==> src/rtl/fm_wb_result_collector_if.sv <==
// Handshake, fill-status and read-port bundle between the dot-product result stream
// and the FM_WB result collector.
interface fm_wb_result_collector_if #(
  parameter int NUM_ROWS       = 6,
  parameter int NUM_COLS       = 3,
  parameter int DATA_WIDTH     = 16,
  parameter int ROW_ADDR_WIDTH = (NUM_ROWS > 1) ? $clog2(NUM_ROWS) : 1,
  parameter int COL_ADDR_WIDTH = (NUM_COLS > 1) ? $clog2(NUM_COLS) : 1
);
  logic                      start;
  logic                      in_valid;
  logic [DATA_WIDTH-1:0]     in_data;
  logic                      in_ready;
  logic                      row_done;
  logic [ROW_ADDR_WIDTH-1:0] fill_row;
  logic [COL_ADDR_WIDTH-1:0] fill_col;
  logic                      busy;
  logic                      done;
  logic                      drop_err;
  logic [ROW_ADDR_WIDTH-1:0] read_row;
  logic [COL_ADDR_WIDTH-1:0] read_col;
  logic [DATA_WIDTH-1:0]     read_data;

  modport master (
    output start, in_valid, in_data, read_row, read_col,
    input  in_ready, row_done, fill_row, fill_col, busy, done, drop_err, read_data
  );

  modport slave (
    input  start, in_valid, in_data, read_row, read_col,
    output in_ready, row_done, fill_row, fill_col, busy, done, drop_err, read_data
  );
endinterface

==> src/rtl/fm_wb_result_collector.sv <==
// Collects dot-product results row-major into the NUM_ROWS x NUM_COLS FM_WB matrix,
// exposes it through a combinational read port and flags completion.
module fm_wb_result_collector #(
  parameter int NUM_ROWS       = 6,
  parameter int NUM_COLS       = 3,
  parameter int DATA_WIDTH     = 16,
  parameter int ROW_ADDR_WIDTH = (NUM_ROWS > 1) ? $clog2(NUM_ROWS) : 1,
  parameter int COL_ADDR_WIDTH = (NUM_COLS > 1) ? $clog2(NUM_COLS) : 1
) (
  input  logic                       clk,
  input  logic                       reset,
  fm_wb_result_collector_if.slave    bus
);
  typedef enum logic [1:0] {S_IDLE, S_COLLECT, S_DONE} state_e;

  localparam logic [ROW_ADDR_WIDTH-1:0] ROW_LAST = ROW_ADDR_WIDTH'(NUM_ROWS - 1);
  localparam logic [COL_ADDR_WIDTH-1:0] COL_LAST = COL_ADDR_WIDTH'(NUM_COLS - 1);

  state_e                    state_q, state_d;
  logic [ROW_ADDR_WIDTH-1:0] row_q, row_d;
  logic [COL_ADDR_WIDTH-1:0] col_q, col_d;
  logic                      row_done_q, row_done_d;
  logic                      drop_err_q, drop_err_d;
  logic [NUM_ROWS-1:0][NUM_COLS-1:0][DATA_WIDTH-1:0] mem_q, mem_d;

  logic in_ready;
  logic start_go;
  logic accept;
  logic last_col;
  logic last_row;

  // start is only honoured outside COLLECT, and in_ready is low on that cycle
  assign start_go = bus.start && (state_q != S_COLLECT);
  assign accept   = bus.in_valid && in_ready;
  assign last_col = (col_q == COL_LAST);
  assign last_row = (row_q == ROW_LAST);

  always_ff @(posedge clk) begin
    if (reset) begin
      state_q    <= S_IDLE;
      row_q      <= '0;
      col_q      <= '0;
      row_done_q <= 1'b0;
      drop_err_q <= 1'b0;
      mem_q      <= '0;
    end else begin
      state_q    <= state_d;
      row_q      <= row_d;
      col_q      <= col_d;
      row_done_q <= row_done_d;
      drop_err_q <= drop_err_d;
      mem_q      <= mem_d;
    end
  end

  always_comb begin
    state_d = state_q;
    case (state_q)
      S_IDLE:    if (bus.start) state_d = S_COLLECT;
      S_COLLECT: if (accept && last_row && last_col) state_d = S_DONE;
      S_DONE:    if (bus.start) state_d = S_COLLECT;
      default:   state_d = S_IDLE;
    endcase
  end

  always_comb begin
    in_ready = (state_q == S_COLLECT);
    bus.busy = (state_q == S_COLLECT);
    bus.done = (state_q == S_DONE);
  end

  always_comb begin
    row_d      = row_q;
    col_d      = col_q;
    row_done_d = 1'b0;
    mem_d      = mem_q;
    // a beat offered while not ready is dropped and latched; start clears the old flag
    drop_err_d = (start_go ? 1'b0 : drop_err_q) | (bus.in_valid && !in_ready);
    if (start_go) begin
      row_d = '0;
      col_d = '0;
      mem_d = '0;
    end else if (accept) begin
      mem_d[row_q][col_q] = bus.in_data;
      if (last_col) begin
        col_d      = '0;
        row_d      = last_row ? '0 : row_q + 1'b1;
        row_done_d = 1'b1;
      end else begin
        col_d = col_q + 1'b1;
      end
    end
  end

  always_comb begin
    bus.read_data = '0;
    if (bus.read_row <= ROW_LAST && bus.read_col <= COL_LAST)
      bus.read_data = mem_q[bus.read_row][bus.read_col];
  end

  assign bus.in_ready = in_ready;
  assign bus.row_done = row_done_q;
  assign bus.fill_row = row_q;
  assign bus.fill_col = col_q;
  assign bus.drop_err = drop_err_q;
endmodule

==> src/flat_wrapper.sv <==
// flat-port wrapper written by rule: the top's interface ports become plain ports
module fm_wb_result_collector_flat 
#(
  parameter int NUM_ROWS       = 6,
  parameter int NUM_COLS       = 3,
  parameter int DATA_WIDTH     = 16,
  parameter int ROW_ADDR_WIDTH = (NUM_ROWS > 1) ? $clog2(NUM_ROWS) : 1,
  parameter int COL_ADDR_WIDTH = (NUM_COLS > 1) ? $clog2(NUM_COLS) : 1
)
  (clk, reset, bus_start, bus_in_valid, bus_in_data, bus_read_row, bus_read_col, bus_in_ready, bus_row_done, bus_fill_row, bus_fill_col, bus_busy, bus_done, bus_drop_err, bus_read_data);
  fm_wb_result_collector_if #(.NUM_ROWS(NUM_ROWS), .NUM_COLS(NUM_COLS), .DATA_WIDTH(DATA_WIDTH), .ROW_ADDR_WIDTH(ROW_ADDR_WIDTH), .COL_ADDR_WIDTH(COL_ADDR_WIDTH)) bus_i ();
  input  logic clk;
  input  logic reset;
  input wire logic [$bits(bus_i.start)-1:0] bus_start;
  input wire logic [$bits(bus_i.in_valid)-1:0] bus_in_valid;
  input wire logic [$bits(bus_i.in_data)-1:0] bus_in_data;
  input wire logic [$bits(bus_i.read_row)-1:0] bus_read_row;
  input wire logic [$bits(bus_i.read_col)-1:0] bus_read_col;
  output wire logic [$bits(bus_i.in_ready)-1:0] bus_in_ready;
  output wire logic [$bits(bus_i.row_done)-1:0] bus_row_done;
  output wire logic [$bits(bus_i.fill_row)-1:0] bus_fill_row;
  output wire logic [$bits(bus_i.fill_col)-1:0] bus_fill_col;
  output wire logic [$bits(bus_i.busy)-1:0] bus_busy;
  output wire logic [$bits(bus_i.done)-1:0] bus_done;
  output wire logic [$bits(bus_i.drop_err)-1:0] bus_drop_err;
  output wire logic [$bits(bus_i.read_data)-1:0] bus_read_data;
  assign bus_i.start = bus_start;
  assign bus_i.in_valid = bus_in_valid;
  assign bus_i.in_data = bus_in_data;
  assign bus_i.read_row = bus_read_row;
  assign bus_i.read_col = bus_read_col;
  assign bus_in_ready = bus_i.in_ready;
  assign bus_row_done = bus_i.row_done;
  assign bus_fill_row = bus_i.fill_row;
  assign bus_fill_col = bus_i.fill_col;
  assign bus_busy = bus_i.busy;
  assign bus_done = bus_i.done;
  assign bus_drop_err = bus_i.drop_err;
  assign bus_read_data = bus_i.read_data;
  fm_wb_result_collector #(.NUM_ROWS(NUM_ROWS), .NUM_COLS(NUM_COLS), .DATA_WIDTH(DATA_WIDTH), .ROW_ADDR_WIDTH(ROW_ADDR_WIDTH), .COL_ADDR_WIDTH(COL_ADDR_WIDTH)) u_core (.clk(clk), .reset(reset), .bus(bus_i));
endmodule
==> config.mk <==
export PLATFORM = sky130hd
export DESIGN_NAME = fm_wb_result_collector_flat
export DESIGN_NICKNAME = d
export VERILOG_FILES = /design/src/rtl/fm_wb_result_collector_if.sv /design/src/rtl/fm_wb_result_collector.sv /design/src/flat_wrapper.sv
export SDC_FILE = /design/constraint.sdc
export NUM_CORES = 1
export LEC_CHECK = 0
export ABC_AREA = 1
export BUFFER_PORTS_ARGS = -buffer_cell sky130_fd_sc_hd__buf_2
export CORE_ASPECT_RATIO = 0.5
export CORE_UTILIZATION = 56
export DETAILED_ROUTE_END_ITERATION = 6
export PLACE_DENSITY_LB_ADDON = 0.3
export SLEW_MARGIN = 20
export SYNTH_ARGS = -nofsm -noshare
export SYNTH_HDL_FRONTEND = slang
export SYNTH_SLANG_ARGS = --single-unit
==> constraint.sdc <==
create_clock -name clk -period 1.81 [get_ports clk]
set_input_delay 0.2715 -clock clk [delete_from_list [all_inputs] [get_ports clk]]
set_output_delay 0.2715 -clock clk [all_outputs]
set_load 0.005 [all_outputs]
Word-level counts from Yosys, hierarchy flattened

Index checks and enable logic that the tools add are counted.

Reductions and logical operators: 15
Equal/unequal tests: 7
$add $sub $neg: 2
Order comparisons: 8
Multiplexer cells: 17
Bitwise operators: 2

Operator list:

| cell                | number |
|---|---|
| $bwmux 288          | 1 |
| $bmux 48 s3         | 1 |
| $demux 48 s3        | 1 |
| $mux 48             | 2 |
| $mux 16             | 3 |
| $bmux 16 s2         | 1 |
| $demux 16 s2        | 1 |
| $logic_and 1x1->1   | 8 |
| $lt 3x4->1 const B  | 2 |
| $lt 2x3->1 const B  | 2 |
| $mux 2              | 3 |
| $eq 2x2->1 const B  | 2 |
| $ne 2x1->1 const B  | 2 |
| $pmux 2 s2          | 1 |
| $reduce_and 2->1    | 2 |
| $reduce_or 2->1     | 2 |
| $add 3x1->3 const B | 1 |
| $eq 3x3->1 const B  | 1 |
| $ge 3x1->1 const B  | 1 |
| $le 3x3->1 const B  | 1 |
| $mux 3              | 1 |
| $reduce_or 3->1     | 1 |
| $add 2x1->2 const B | 1 |
| $eq 2x1->1 const B  | 1 |
| other kinds (8)     | 9 |

Register bits after elaboration: 297
Input port bits: 25
Logic and storage cells: 74

Longest topological paths before layout

Depth after elaboration: 7
Mapped depth: 10

Worst setup path before layout

Ideal clock, no wire load.

Kind: input to output
From: input port bus_read_row[0]
To: output port bus_read_data[10]
Path slack: 238 ps
Arrival time: 1300 ps
Path buffers: 3
Required time: 1539 ps
Cell stages on the path: 9
Cell sequence: buf_2 -> buf_2 -> clkbuf_1 -> nand2_1 -> nand3_1 -> nand2_1 -> nand2_1 -> a21oi_1 -> nor2_1

Cells in the longest elaborated chain, start to end: 5

Ends and longest elaborated chain:

| what                          | RTL line                     | source |
|---|---|---|
| start, declared               | flat_wrapper.sv:17           | `input wire logic [$bits(bus_i.read_row)-1:0] bus_read_row;` |
| $bmux 48 s3                   | fm_wb_result_collector.sv:98 | `bus.read_data = mem_q[bus.read_row][bus.read_col];` |
| $mux 48 (not written as such) | fm_wb_result_collector.sv:98 |  |
| $bmux 16 s2                   | fm_wb_result_collector.sv:98 |  |
| $mux 16 (not written as such) | fm_wb_result_collector.sv:98 |  |
| $mux 16 *                     | fm_wb_result_collector.sv:97 | `if (bus.read_row <= ROW_LAST && bus.read_col <= COL_LAST)` |
| end, declared                 | flat_wrapper.sv:26           | `output wire logic [$bits(bus_i.read_data)-1:0] bus_read_data;` |

Every way passes the cells marked *; elsewhere a longest branch is shown, timed or not. The select of a mux whose other input is x is not followed.

Worst setup path in the final report

From: register u_core.mem_q[104] (netlist bit)
To: output port bus_read_data[8]

Cells in the longest elaborated chain, start to end: 5

Ends and longest elaborated chain:

| what                          | RTL line                     | source |
|---|---|---|
| start, declared               | fm_wb_result_collector.sv:24 | `logic [NUM_ROWS-1:0][NUM_COLS-1:0][DATA_WIDTH-1:0] mem_q, mem_d;` |
| start signal, assigned        | fm_wb_result_collector.sv:52 | `mem_q <= mem_d;` |
| $bmux 48 s3                   | fm_wb_result_collector.sv:98 |  |
| $mux 48 (not written as such) | fm_wb_result_collector.sv:98 |  |
| $bmux 16 s2                   | fm_wb_result_collector.sv:98 |  |
| $mux 16 (not written as such) | fm_wb_result_collector.sv:98 |  |
| $mux 16                       | fm_wb_result_collector.sv:97 |  |

No other way between the ends. The select of a mux whose other input is x is not followed.

==> results.sh <==
export IMPL_die_area_sq_mm=0.02492
export IMPL_min_path_cells=3
export IMPL_min_period_ns=1.884
export IMPL_drive_gt1_share_pct=20.49
export IMPL_wire_per_inst_um=18.40
export IMPL_fin_util_pct=68.98
export IMPL_htreeDepth=1
export IMPL_ys_types=25
export IMPL_start_kind="register"
export IMPL_num_io_pins=51
export IMPL_power_density_mw_per_mm2=888.8
export IMPL_grt_use_total_pct=34.73
export IMPL_rows=39
export IMPL_drc=0
export IMPL_grt_start_max_net_pins=42
export IMPL_final_cell_count_no_fill=2402
export IMPL_skew_ns=0.01461
export IMPL_busiest_layer="met2"
export IMPL_seq_area_sq_mm=0.006033
export IMPL_met2_usage_pct=51.60
export IMPL_start_util_pct=58.24
export IMPL_cts_buffer_depth=3
export IMPL_clk_pin_slew_worst_paths_ns=0.07
export IMPL_synth_async_sr_flop_share_pct=0
export IMPL_rsz0062_at_grt="yes"
export IMPL_place_hpwl_um=29030
export IMPL_relSlewSlack_pct=60.47
export IMPL_period_share_pct=104.1
export IMPL_hold_start="bus_start"
export IMPL_cts_buffers=26
export IMPL_grt_pass1_wl_um=68220
export IMPL_overflow=0
export IMPL_post_dp_cell_area_sq_mm=0.01458
export IMPL_drt_initial_drc_count=1715
export IMPL_yosysWarnings=0
export IMPL_pre_cts_ws_ns=-0.08103
export IMPL_synth_ff_type="dfxtp_1"
export IMPL_critPathMaxFanout=2
export IMPL_ff2ff_path_depth=7
export IMPL_nNetsFinal=2100
export IMPL_holdPathEnd="u_core.state_q[0]"
export IMPL_cts_root_buf="clkbuf_16"
export IMPL_leakage_nw=6.155
export IMPL_ys_ff_latch=297
export IMPL_worstPathCellList="nand2_1, nand3_2, nand2_2, nand2_2, a21oi_2, nor2_1, buf_2"
export IMPL_setup_worst_path_end_class="output pin"
export IMPL_synth_fp_nets=2065
export IMPL_hold_path_class="in -> reg"
export IMPL_power_w=0.01430
export IMPL_synth_edff_count=0
export IMPL_crit_path_max_incr_delay_ns=0.32
export IMPL_max_freq_ghz=0.5309
export IMPL_synth_yosys_seq_area_share_pct=43.77
export IMPL_grt_antenna_before_repair=1
export IMPL_finalHoldViolCount=0
export IMPL_status="finished with violations"
export IMPL_use_met3_pct=9.738
export IMPL_die_x_um=222.3
export IMPL_drv_slew=0
export IMPL_fill_cells=1942
export IMPL_r2r_start="u_core.bus.fill_row[2]"
export IMPL_vias=13780
export IMPL_rr_endpoint="u_core.mem_q[123]"
export IMPL_synth_top_cells_by_count="536 x nor2_1, 496 x nand2_1, 297 x dfxtp_1, 248 x o21ai_1, 193 x nand3_1"
export IMPL_io_buffers=50
export IMPL_synth_most_common_cell="nor2_1"
export IMPL_syn_to_final_growth_pct=18.44
export IMPL_drt_first_pass_iters=6
export IMPL_violations="setup timing"
export IMPL_dieHeight_um=112.1
export IMPL_postRouteAntennaNets=0
export IMPL_slowest_stage="dfxtp_1"
export IMPL_maxCapViolCount=0
export IMPL_netlist_top_cells_area="dfxtp_1 44%, nor2_1 15%, nand2_1 14%"
export IMPL_dp_cells=2350
export IMPL_design_area_sq_mm=0.01609
export IMPL_globalplace_congestion=0.9246
export IMPL_use_met1_pct=49.19
export IMPL_final_setup_viol_count=13
export IMPL_wl_um=44210
export IMPL_crit_required_ns=1.54
export IMPL_r2r_slack_ns=0.14
export IMPL_avgSynthCellArea_sq_um=6.659
export IMPL_fin_ws_ns=-0.07374
export IMPL_ir_drop_uv=565.4
export IMPL_netlist_area_sq_mm=0.01358
export IMPL_grt_pass1_vias=12280
export IMPL_clkSinkCount=297
export IMPL_cts_tree="done"
export IMPL_synth_area_leader_cell="dfxtp_1"
export IMPL_multiInputGateArea_sq_mm=0.007177
export IMPL_design_core_area_sq_mm=0.02332
export IMPL_via_per_inst=5.736
export IMPL_syn_inst=2040
export IMPL_cpMostUsedCell="nand2_2"
export IMPL_tightest_slew_ns=0.5930
export IMPL_cp_arrival_ns=1.61
export IMPL_critical_path_class="reg -> out"
export IMPL_clock_latency_ns=0.55
export IMPL_synth_top_area_share_pct=43.77
==> worst max-delay path by stage <==
stage	startpoint	to	slack, ns	cells after the start
after floorplan	bus_read_row[0]	bus_read_data[10]	0.24	9
after global placement	bus_read_row[0]	bus_read_data[15]	-0.09	10
after detailed placement	bus_read_row[0]	bus_read_data[7]	-0.08	11
after CTS	u_core.mem_q[253]	bus_read_data[13]	-0.03	7
after global routing	u_core.mem_q[104]	bus_read_data[8]	-0.12	7
final	u_core.mem_q[104]	bus_read_data[8]	-0.07	7
==> per-layer routing <==
| layer | up-vias | routed length [um] | part of all wire, % |
|---|---|---|---|
| met3 | 71 | 5663 | 13 |
| met2 | 754 | 18720 | 42 |
| met5 | - | 0 | 0 |
| li1 | 6603 | - | - |
| met1 | 6351 | 18910 | 43 |
| met4 | 0 | 914 | 2.1 |
==> placed cells by master, fill, tap and decap left out, types with 10 or more instances in the layout <==
| cell | instances |
|---|---|
| dfxtp_1 | 227 |
| o21ai_1 | 248 |
| inv_2 | 10 |
| buf_2 | 49 |
| clkinv_2 | 19 |
| o21ai_0 | 10 |
| nand3_1 | 157 |
| nand3_2 | 35 |
| inv_1 | 10 |
| nor2_1 | 529 |
| buf_4 | 69 |
| dfxtp_2 | 70 |
| nand2_4 | 18 |
| a21oi_1 | 41 |
| buf_12 | 27 |
| nand2_1 | 441 |
| clkbuf_16 | 28 |
| a21oi_2 | 11 |
| nand2_2 | 55 |
==> flip-flops by register name, indices dropped and copies added, names as in the netlist <==
register / count
u_core.mem_q: 288
u_core.bus.fill_row: 3
u_core.bus.fill_col: 2
u_core.state_q: 2
u_core.bus.drop_err: 1
u_core.bus.row_done: 1
==> report_power, final <==
group	internal [W]	switching [W]	total [W]
logic	0.000498	0.00100	0.00150
registers	0.00655	0.0000120	0.00656
clock network	0.00360	0.00263	0.00624
total	0.0107	0.00365	0.0143
==> final cells by class <==
class | count | share of cell area (%)
Antenna cell | 1 | 0.01555
Sequential cell | 297 | 37.50
Multi-Input combinational cell | 1565 | 44.61
Clock buffer | 31 | 4.542
Clock inverter | 16 | 1.345
Tap cell | 307 | 2.387
Inverter | 35 | 0.9721
Timing Repair Buffer | 150 | 8.632
==> critical path: cells and delay by family, from the launching register on <==
family,cells,cell delay (ns)
AND/OR/NAND/NOR,5,0.44
flip-flops,1,0.32
AO/OA/AOI/OAI,1,0.18
buffers and inverters,1,0.12
==> kinds of logic after synthesis <==
logic type	synth area share, %
AND/OR/NAND/NOR	38.19
AO/OA/AOI/OAI	11.62
flip-flops	43.77
buffers and inverters	6.420
==> metrics by stage <==
| stage | TNS, ns | hold slack, ns |
|---|---|---|
| 6_report | -0.5027 | 0.01870 |
| 5_1_grt | -1.294 | 0.03236 |
| 4_1_cts | -0.1680 | 0.01966 |
| 3_5_place_dp | -0.2050 | 0.4537 |
| 3_3_place_gp | -0.2232 | 0.4376 |
| 2_1_floorplan | 0 | 0.3406 |
==> timing repair <==
item	CTS	global route
hold endpoints to repair	3	0
endpoints found under the setup margin	16	30
gates resized for setup	82	107
hold buffers	1	0
pin swaps	37	30
gates cloned	0	1
setup buffers	1	2
Power figures use the tool's default switching activity.
